**src/rtl/sar_adc_ctrl.sv**
```systemverilog
// rtl/sar_adc_ctrl.sv - successive-approximation ADC sequencer with masked channel scan
//
// Scans the channels set in chan_mask from lowest to highest. Each channel is
// tracked for SAMPLE_CYCLES clocks, then resolved MSB-first with one trial per bit.
// Results leave through a valid/ready output port.
//
// Ports:
//   wb_clk_i, wb_rst_ni          clock, asynchronous active-low reset
//   start, continuous, chan_mask scan request, auto-restart enable, channel set
//   cmp_in                       raw comparator (selected input >= DAC)
//   ch_sel, sample, dac_code     analog mux select, track enable, DAC trial code
//   busy                         scan in progress
//   out_valid, out_ready,
//   out_data, out_ch             conversion result handshake, code and channel
module sar_adc_ctrl #(
    parameter int WIDTH         = 8,
    parameter int CHANNELS      = 4,
    parameter int SAMPLE_CYCLES = 4,
    parameter int SETTLE_CYCLES = 2,
    localparam int CW           = (CHANNELS > 1) ? $clog2(CHANNELS) : 1
) (
    input  logic                wb_clk_i,
    input  logic                wb_rst_ni,
    input  logic                start,
    input  logic                continuous,
    input  logic [CHANNELS-1:0] chan_mask,
    input  logic                cmp_in,
    output logic [CW-1:0]       ch_sel,
    output logic                sample,
    output logic [WIDTH-1:0]    dac_code,
    output logic                busy,
    output logic                out_valid,
    input  logic                out_ready,
    output logic [WIDTH-1:0]    out_data,
    output logic [CW-1:0]       out_ch
);
    // A trial covers DAC settling, two synchronizer stages and the decision clock.
    localparam int TRIAL_CYCLES = SETTLE_CYCLES + 3;
    localparam int BW           = $clog2(WIDTH);
    localparam int CNTW         = 16;

    typedef enum logic [1:0] {ST_IDLE, ST_SAMPLE, ST_TRIAL, ST_OUTPUT} state_t;

    state_t              state_q, state_d;
    logic [CNTW-1:0]     cnt_q;
    logic [BW-1:0]       bit_q;
    logic [WIDTH-1:0]    code_q;
    logic [WIDTH-1:0]    code_kept;
    logic [CHANNELS-1:0] mask_q;
    logic [CW-1:0]       ch_q;
    logic [CW-1:0]       data_ch_q;
    logic [WIDTH-1:0]    data_q;
    logic                sync1_q, sync2_q;
    logic                cnt_done, start_ok, last_bit;
    logic [CW-1:0]       first_new, first_latched, next_ch;
    logic                has_next;

    assign start_ok = start && (|chan_mask);
    assign last_bit = (bit_q == '0);
    // Current trial bit survives only if the synchronized comparator says input >= DAC.
    assign code_kept = sync2_q ? code_q : (code_q & ~(WIDTH'(1) << bit_q));

    always_comb begin
        cnt_done = 1'b0;
        case (state_q)
            ST_SAMPLE: cnt_done = (cnt_q == CNTW'(SAMPLE_CYCLES - 1));
            ST_TRIAL:  cnt_done = (cnt_q == CNTW'(TRIAL_CYCLES - 1));
            default:   cnt_done = 1'b0;
        endcase
    end

    // Lowest channel of the incoming mask, lowest of the latched mask, and the
    // next latched channel above the current one.
    always_comb begin
        first_new     = '0;
        first_latched = '0;
        next_ch       = '0;
        has_next      = 1'b0;
        for (int i = CHANNELS - 1; i >= 0; i--) begin
            if (chan_mask[i]) first_new = CW'(i);
            if (mask_q[i]) first_latched = CW'(i);
            if (mask_q[i] && (i > int'(ch_q))) begin
                next_ch  = CW'(i);
                has_next = 1'b1;
            end
        end
    end

    always_ff @(posedge wb_clk_i or negedge wb_rst_ni) begin
        if (!wb_rst_ni) begin
            sync1_q <= 1'b0;
            sync2_q <= 1'b0;
        end else begin
            sync1_q <= cmp_in;
            sync2_q <= sync1_q;
        end
    end

    always_ff @(posedge wb_clk_i or negedge wb_rst_ni) begin
        if (!wb_rst_ni) state_q <= ST_IDLE;
        else            state_q <= state_d;
    end

    always_comb begin
        state_d = state_q;
        case (state_q)
            ST_IDLE:   if (start_ok) state_d = ST_SAMPLE;
            ST_SAMPLE: if (cnt_done) state_d = ST_TRIAL;
            ST_TRIAL:  if (cnt_done && last_bit) state_d = ST_OUTPUT;
            ST_OUTPUT: begin
                if (out_ready) begin
                    if (has_next || continuous) state_d = ST_SAMPLE;
                    else                        state_d = ST_IDLE;
                end
            end
            default:   state_d = ST_IDLE;
        endcase
    end

    always_ff @(posedge wb_clk_i or negedge wb_rst_ni) begin
        if (!wb_rst_ni) begin
            cnt_q     <= '0;
            bit_q     <= '0;
            code_q    <= '0;
            mask_q    <= '0;
            ch_q      <= '0;
            data_ch_q <= '0;
            data_q    <= '0;
        end else begin
            case (state_q)
                ST_IDLE: begin
                    if (start_ok) begin
                        mask_q <= chan_mask;
                        ch_q   <= first_new;
                        cnt_q  <= '0;
                    end
                end
                ST_SAMPLE: begin
                    if (cnt_done) begin
                        cnt_q  <= '0;
                        bit_q  <= BW'(WIDTH - 1);
                        code_q <= WIDTH'(1) << (WIDTH - 1);
                    end else begin
                        cnt_q <= cnt_q + CNTW'(1);
                    end
                end
                ST_TRIAL: begin
                    if (cnt_done) begin
                        cnt_q <= '0;
                        if (last_bit) begin
                            data_q    <= code_kept;
                            data_ch_q <= ch_q;
                            code_q    <= '0;
                        end else begin
                            bit_q  <= bit_q - BW'(1);
                            code_q <= code_kept | (WIDTH'(1) << (bit_q - BW'(1)));
                        end
                    end else begin
                        cnt_q <= cnt_q + CNTW'(1);
                    end
                end
                ST_OUTPUT: begin
                    // Restart at the lowest latched channel when the scan wraps;
                    // if the scan ends instead, ch_q just parks on a legal channel.
                    if (out_ready) begin
                        cnt_q <= '0;
                        ch_q  <= has_next ? next_ch : first_latched;
                    end
                end
                default: ;
            endcase
        end
    end

    always_comb begin
        sample    = (state_q == ST_SAMPLE);
        dac_code  = (state_q == ST_TRIAL) ? code_q : '0;
        busy      = (state_q != ST_IDLE);
        out_valid = (state_q == ST_OUTPUT);
        out_data  = data_q;
        out_ch    = data_ch_q;
        ch_sel    = ch_q;
    end

endmodule

```
**config.mk**
```make
export PLATFORM = sky130hd
export DESIGN_NAME = sar_adc_ctrl
export DESIGN_NICKNAME = d
export VERILOG_FILES = /design/src/rtl/sar_adc_ctrl.sv
export SDC_FILE = /design/constraint.sdc
export NUM_CORES = 1
export LEC_CHECK = 0
export ABC_AREA = 1
export CAP_MARGIN = 20
export CORE_ASPECT_RATIO = 0.7
export CORE_MARGIN = 1.5
export CORE_UTILIZATION = 40
export CTS_CLUSTER_SIZE = 24
export DETAILED_ROUTE_END_ITERATION = 6
export PLACE_DENSITY_LB_ADDON = 0.05
export SETUP_SLACK_MARGIN = 0.1
export SLEW_MARGIN = 30
export SYNTH_ARGS = -nofsm -noshare
export SYNTH_HDL_FRONTEND = slang
export SYNTH_SLANG_ARGS = --single-unit
```
**constraint.sdc**
```tcl
create_clock -name wb_clk_i -period 1.79 [get_ports wb_clk_i]
set_input_delay 0.358 -clock wb_clk_i [delete_from_list [all_inputs] [get_ports wb_clk_i]]
set_output_delay 0.358 -clock wb_clk_i [all_outputs]
set_load 0.02 [all_outputs]
```
==> metrics.csv <==
stage,metric,value,unit
worst_setup_path,"most used cell, CP",nor2_4,
routing,first-pass detailed-route iteration total,5,
routing,DRT iter0 DRCs,157,
grt,vias in the first global route,2656,
run_status,status,"complete, no violations",
worst_setup_path,Crit Path Category,flop to flop,
hold_path,Hold Crit Class,input pin to async pin,
power,peak supply drop,0.763,mV
finish,antenna fix cells,0,
yosys,Cells after Synth,398,
placed_design,I/O Buffers,32,
yosys,YS warnings,0,
job,Max-Cap Viols,0,
clock_network,CTS Buffer Depth,2,
clock_network,clock root buffer,clkbuf_8,
worst_setup_path,"Data required, critical path",2.00,ns
yosys,Syn Nets,420,
grt,first-pass GRT wire length,12700,µm
yosys,Cell variety after synth,29,
die,Die X,105,µm
placed_design,dpl ws,-0.0981,ns
sta,final worst-path cycle share,99.9,%
worst_setup_path,"Slowest-stage cell, CP",dfrtp_2,
sta,Hold Fails Final Rpt,0,
worst_setup_path,CP startpoint kind,flop,
finish,fin cells,574,
worst_setup_path,Worst Path Buf+Inv,2,
clock_network,CTS tree,done,
sta,Setup TNS,0,ns
routing,vias per std cell,5.07,
grt,initial antenna violation count,0,
sta,relative slew slack,73.1,%
grt,largest net degree at the start of global routing,48,
yosys,post-synthesis sequential area ratio,40.6,%
grt,gr usage total,20.8,%
die,core outline area,6880,µm²
worst_setup_path,crit path max fanout,6,
die,row cnt,25,
sta,number of setup violations in the final report,0,
routing,average wire per standard cell,13.6,µm
sta,Slew @ Worst Pin,0.400,ns
yosys,post-synthesis cell area,2900,µm²
die,initial core utilization,42.1,%
placed_design,hpwl dp,5260,µm
yosys,largest cells by area after synthesis,"dfrtp_1, nand2_1, inv_1, o21ai_0, nand3_1",
yosys,"FF+latch count, synth",47,
grt,grt ovf,0,
sta,RSZ-0062 raised after global routing,true,
worst_setup_path,CP peak stage delay,0.45,ns
sta,min Tclk post-route,1.79,ns
sta,max-slew violation count,0,
power,PD cells,1380,nW/µm²
placed_design,RD Place Congestion,0.869,
routing,# DRC,0,
worst_setup_path,Top delay family on crit path,simple AND/OR/NAND/NOR gates,
power,Power Total,5.83,mW
yosys,cell taking the most area after synthesis,dfrtp_1,
sta,setup ws final,0.00216,ns
worst_setup_path,crit-path cells,ha_4 > buf_8 > nor2_4 > nor2_2 > nor2_4 > nand3_4 > nor2_4 > nand3_4 > buf_12 > nand2_2 > o21ai_2,
clock_network,clk_lat worst skew,0.31,ns
power,static leakage power,2.19,nW
finish,Final nets,501,
worst_setup_path,Worst setup EP type,flop,
clock_network,"Reg clk slew, reported paths",0.10,ns
routing,via count,2910,
finish,layout cells sized above 1,30.4,%
yosys,post-synth top area share,40.6,%
die,die area,7780,µm²
finish,Layout area overhead,45.6,%
worst_setup_path,crit path DAT,1.99,ns
sta,hold slack final,0.00204,ns
yosys,Syn Area/Cell,7.29,µm²
clock_network,Num CTS Buffers,5,
placed_design,Placed Cells,553,
routing,DRT antenna net count,0,
sta,Max Fclk,559,MHz
clock_network,Post-CTS Hold Buffers,0,
routing,drt total wl,7830,µm
die,# IOs,33,
clock_network,H-tree lvl count,2,
die,Vert. Die Dim,74.2,µm
clock_network,Clock Sinks,47,
sta,skew final,0.0111,ns
[what timing repair did]
| action | 4_1_cts | 5_1_grt |
|---|---|---|
| pin swaps | 4 | 11 |
| gates cloned | 3 | 1 |
| setup endpoints to repair | 48 | 61 |
| endpoints found under the hold margin | 0 | 0 |
| setup buffers | 7 | 3 |
| resized for setup | 79 | 66 |
[cells in the mapped netlist (all sizes together)]
library cell  count
dfrtp            47
a31oi             1
nor2             34
nand2           103
o31ai             1
nand4            14
ha               12
clkbuf            3
a21oi            13
inv              58
o21a              2
o21bai            1
o21ai            53
buf               8
or2               1
and3              2
nand3            37
nor3              8
[registers in the layout, indices dropped and copies added (netlist names)]
name      count
sync1_q       1
bit_q         3
ch_sel        2
state_q       2
cnt_q        16
sync2_q       1
out_data      8
mask_q        4
code_q        8
out_ch        2
[final timing paths]
| kind | start | endpoint | slack [ns] | cells past startpoint |
|---|---|---|---|---|
| setup reg to reg | state_q[1] | out_ch[1] | 0.002 | 11 |
| hold / removal | wb_rst_ni | mask_q[2] | 0.002 | 2 |
| min in group wb_clk_i | sync1_q | sync2_q | 0.35 | 0 |
| setup / recovery | state_q[1] | out_ch[1] | 0.002 | 11 |
| hold reg to reg | sync1_q | sync2_q | 0.35 | 0 |
| max in group asynchronous | wb_rst_ni | state_q[1] | 1.52 | 2 |
[area by class of cell]
class	instances	area (µm²)
multi-input cells	282	1740
flip-flops and latches	47	1180
well taps	94	118
clock inverters	3	46.3
repair buffers	85	845
inverters	58	225
fillers	630	2660
clock buffers	5	68.8
[per-stage QoR]
step	instance area [µm²]	utilization [%]
3_5_place_dp	3640	52.8
2_1_floorplan	2940	-
6_report	4220	61.3
4_1_cts	3980	57.8
5_1_grt	4220	61.3
3_3_place_gp	3640	52.8
[where the power goes]
group	leakage (nW)	total, mW	switching (mW)	internal [mW]
registers	0.624	1.47	0.196	1.27
clock network	0.0548	0.822	0.401	0.421
logic	1.51	3.55	2.00	1.55
[metal layers]
metal	global-route usage (%)	share of wire [%]	vias up
met1	31.7	53	1338
met2	30.6	40	104
met5	0	0	-
li1	-	-	1460
met4	4.57	0.75	0
met3	4.12	6.8	8
[kinds of logic (layout without fill, tap and decap cells)]
group / count (synthesis) / count (layout) / share of synthesized area (%)
buf+inv: 69 / 151 / 9.92
compound gates: 71 / 71 / 14.1
fa+ha+maj: 12 / 12 / 5.18
flops: 47 / 47 / 40.6
simple gates: 199 / 199 / 30.3
[cells in the final DEF (no fill, tap or decap), types with 2 or more instances in the layout]
master           count
dfrtp_1             45
clkdlybuf4s50_1      9
buf_16               3
nand2_1             75
buf_12               3
nand4_1             14
inv_1               50
nand3_4              2
inv_2                6
nand2_4             12
nand2_8              2
ha_4                 3
nor3_1               7
nand2_2             14
dfrtp_2              2
and3_4               2
nor2_2               5
o21a_1               2
dlymetal6s2s_1      10
ha_1                 8
o21ai_1              9
clkbuf_8             5
nor2_1              24
buf_2                8
nor2_4               5
buf_6                7
a21oi_1              8
o21ai_0             34
a21oi_2              2
a21oi_4              3
o21ai_2             10
buf_4               41
nand3_1             34
(Power assumes the default switching activity.)
==> patch 1, RTL diff (same flow settings) <==
Re-encode `state_t` (4 states) as one-hot, 4 bits wide.
--- a/src/rtl/sar_adc_ctrl.sv
+++ b/src/rtl/sar_adc_ctrl.sv
@@ -39,7 +39,7 @@
     localparam int BW           = $clog2(WIDTH);
     localparam int CNTW         = 16;
 
-    typedef enum logic [1:0] {ST_IDLE, ST_SAMPLE, ST_TRIAL, ST_OUTPUT} state_t;
+    typedef enum logic [3:0] {ST_IDLE = 4'b0001, ST_SAMPLE = 4'b0010, ST_TRIAL = 4'b0100, ST_OUTPUT = 4'b1000} state_t;
 
     state_t              state_q, state_d;
     logic [CNTW-1:0]     cnt_q;
Formal check against the unedited RTL: same outputs for any inputs over 10 cycles, from zero or initial values and one cycle with wb_rst_ni low; not proved beyond that.
==> patch 1 against the unedited design <==
Maximum frequency rose by 5.7%; highest routed layer unchanged; worst setup slack improved by 0.097 ns; wire length fell by 10%; sequential cell count rose by 2; core utilization fell by 5.6 points; synthesized area rose by 1.5%; clock skew fell by 0.0031 ns; largest cell class unchanged; critical path type is now flop to output pin; power fell by 26%; final area fell by 8.4%.
==> patch 1: results (changes against the unedited design) <==
| Metric | Value |
|---|---|
| Met2 Use GR | 27.9% (-2.8 points) |
| Vias in the first global route | 2,485 (-6.4%) |
| Largest net degree at the start of global routing | 50 (+4.2%) |
| Fmax | 591 MHz (+5.7%) |
| Clk_skew | 0.00794 ns (-0.00311 ns) |
| Reg with most FFs | cnt_q |
| Worst R2R End | cnt_q[6] |
| Via/cell ratio | 4.89 (-3.6%) |
| Commonest cells post-synth | nand2_1, inv_1, dfrtp_1 |
| Slowest CP cell | dfrtp_1 |
| Final HPWL DP | 5150 um (-2.0%) |
| RD Place Congestion | 0.822 (-5.4%) |
| Post-CTS resize count | 57 (-28%) |
| Worst VDD drop | 0.702 mV (-8.0%) |
| Post-DR wirelength/cell | 12.8 um (-5.9%) |
| Outcome | completed |
| DRT met1 WL | 3930 um (-5.1%) |
| Switching power total | 0.00186 W (-28%) |
| Sequential share of power | 34.0% (+8.9 points) |
| Critical path fanouts, max | 8 (+2) |
| Flop-to-flop setup slack | 0.16 ns (+0.16 ns) |
| Critical R2R Launch | state_q[0] |
| Initial detailed-routing violation count | 129 (-18%) |
| Met2 WL post-DR | 2820 um (-8.9%) |
| Critical path arrival | 1.33 ns (-0.66 ns) |
| Total number of yosys warnings | 0 (unchanged) |
| Nets@finish | 472 (-5.8%) |
| Worst Reg-to-Reg Cells | 10 (-1) |
| First-pass GRT wire length | 11,700 um (-7.5%) |
| Clk pwr | 0.000613 W (-25%) |
| GRT Overall Usage | 18.8% (-2.0 points) |
| Yosys cell types | 30 (+3.4%) |
| Setup crit end | dac_code[6] |
| Routed length on met3 | 254 um (-52%) |
| Adder-cell share of the synthesized area | 2.98% (-2.2 points) |
| H-tree levels | 2 (unchanged) |
| Post-Synth XOR/XNOR Area | 1.49% (+1.5 points) |
| Share of post-route cells with drive strength above 1 | 28.2% (-2.2 points) |
| Synth Area in Compound Gates | 13.0% (-1.1 points) |
| Max incr delay on CP | 0.39 ns (-0.06 ns) |
| Post-CTS setup buffer count | 0 (-7) |
| Mapped Nets | 400 (-4.8%) |
| Top cells by area, synth | dfrtp_1, nand2_1, inv_1 |
| Worst slack at placement | -0.0943 ns (+0.00388 ns) |
| Pleak | 1.80 nW (-18%) |
| Slew at the pin with the worst max-slew slack | 0.481 ns (+0.0803 ns) |
| Met3 Track Usage GR | 3.03% (-1.1 points) |
==> patch 1: cell count changes after synthesis, sizes merged, moves of 4 or more <==
| cell | before | now |
|---|---|---|
| a21oi | 13 | 3 |
| nand3 | 37 | 29 |
| ha | 12 | 7 |
| nor2 | 34 | 39 |
| xor2 | 0 | 5 |
| nor3 | 8 | 4 |
==> patch 1: through the flow <==
stage | cells | area (um2) | hold WS (ns)
final | 548 | 3870 | 0.0303
after global routing | 548 | 3870 | 0.0542
after CTS | 539 | 3650 | 0.0364
after detailed placement | 533 | 3600 | 0.336
after global placement | 533 | 3600 | 0.334
after floorplan | 383 | 2940 | 0.0624
==> patch 1: worst max-delay path: cells and delay by family (launching register included) <==
family	cells	cell delay, ns
flops	1	0.39
simple gates	3	0.36
buf+inv	2	0.30
==> patch 1: layout make-up <==
cell class              instances  area (um2)
well taps                      94         118
clock buffers                   5        68.8
clock inverters                 1        5.00
fillers                       682        3080
repair buffers                 71         679
inverters                      60         228
flip-flops and latches         49        1230
multi-input cells             268        1540
==> patch 2, RTL diff (config.mk and constraints unchanged) <==
Made on the original files. `WIDTH`: 8 -> 4.
--- a/src/rtl/sar_adc_ctrl.sv
+++ b/src/rtl/sar_adc_ctrl.sv
@@ -13,7 +13,7 @@
 //   out_valid, out_ready,
 //   out_data, out_ch             conversion result handshake, code and channel
 module sar_adc_ctrl #(
-    parameter int WIDTH         = 8,
+    parameter int WIDTH         = 4,
     parameter int CHANNELS      = 4,
     parameter int SAMPLE_CYCLES = 4,
     parameter int SETTLE_CYCLES = 2,
Ports: changed (resized dac_code and out_data); port bits go from 33 to 25. No check against the original RTL was run, so the function may have changed too.
==> patch 2 against the unedited design <==
Maximum frequency increased by 6.1%; first-iteration DRC count down 39%; power is 19% lower; sequential cell count decreased by 9; final area fell by 23%; combinational power decreased by 21%; worst setup slack gained 0.10 ns; global-route usage is 0.96 points lower; synthesized area decreased by 20%; wire length decreased by 26%; critical path type unchanged; critical endpoint is now out_data[2].
==> patch 2: results (changes against the unedited design) <==
| Metric | Value |
|---|---|
| Outcome | completed |
| Clock share of power | 13.5% (-0.6 points) |
| IO Port Bufs | 24 (-25%) |
| Slowest CP cell | dfrtp_1 |
| Worst Reg-to-Reg Cells | 10 (-1) |
| Commonest cells post-synth | nand2_1, inv_1, nor2_1 |
| Max-slew headroom | 69.0% (-4.1 points) |
| Post-CTS setup buffer count | 4 (-3) |
| Critical path arrival | 1.87 ns (-0.12 ns) |
| GRT Overall Usage | 19.9% (-0.96 points) |
| Switching Fraction | 45.3% (+0.79 points) |
| Share of post-route cells with drive strength above 1 | 28.8% (-1.6 points) |
| Yosys cell types | 30 (+3.4%) |
| First-pass GRT wire length | 9540 um (-25%) |
| Clk_lat worst skew | 0.29 ns (-0.02 ns) |
| Critical path fanouts, max | 12 (+6) |
| RD Place Congestion | 0.856 (-1.6%) |
| Pleak | 1.56 nW (-29%) |
| Worst VDD drop | 0.623 mV (-18%) |
| Synth Area in Compound Gates | 11.1% (-3.0 points) |
| Mapped Nets | 343 (-18%) |
| Nets@finish | 412 (-18%) |
| Drt pass-1 iters | 4 (-1) |
| Final HPWL DP | 4190 um (-20%) |
| Total routed wirelength | 5770 um (-26%) |
| Adder-cell share of the synthesized area | 5.90% (+0.73 points) |
| Sequential element share of the synthesized area | 40.8% (+0.24 points) |
| Post-CTS resize count | 52 (-34%) |
| Clk_skew | 0.0105 ns (-0.000544 ns) |
patch 2: cell types whose count changed after synthesis, moves of 5 or more:
cell | unedited run | this run
xor2_1 | 0 | 5
nor2_1 | 30 | 45
nand2_1 | 100 | 81
o21ai_0 | 37 | 21
dfrtp_1 | 47 | 38
inv_1 | 57 | 48
nand3_1 | 35 | 23
o21ai_1 | 6 | 1
nand4_1 | 14 | 4
patch 2: per-stage QoR:
| stage | TNS [ns] | total power, W | cells | instance area [um2] | hold slack (ns) |
|---|---|---|---|---|---|
| global placement | -1.33 | 0.00350 | 452 | 2910 | 0.332 |
| global route | 0 | 0.00507 | 467 | 3240 | 0.0483 |
| finish | 0 | 0.00470 | 467 | 3240 | 0.00257 |
| floorplan | 0 | 0.00255 | 322 | 2330 | 0.0624 |
| CTS | 0 | 0.00434 | 464 | 3070 | 0.0221 |
| detailed placement | -2.69 | 0.00351 | 452 | 2910 | 0.335 |
patch 2: worst paths after layout:
kind,from,endpoint,slack [ns]
setup / recovery,state_q[1],out_data[2],0.10
hold / removal,wb_rst_ni,state_q[1],0.003
setup reg to reg,state_q[1],out_data[2],0.10
hold reg to reg,sync1_q,sync2_q,0.35
max in group asynchronous,wb_rst_ni,cnt_q[6],1.27
min in group wb_clk_i,sync1_q,sync2_q,0.35
patch 2: area by class of cell:
| cell class | count | area (um2) |
|---|---|---|
| tap | 75 | 93.8 |
| multi-input combinational | 230 | 1330 |
| timing repair buffer | 67 | 582 |
| inverter | 49 | 184 |
| fill | 535 | 2430 |
| sequential | 38 | 952 |
| clock inverter | 2 | 12.5 |
| clock buffer | 6 | 82.6 |
patch 2: routing by layer:
metal / track usage (%) / routed length, um
met1: 29.1 / 2980
met2: 29.9 / 2490
met5: 0 / 0
met3: 4.00 / 249
met4: 4.48 / 59
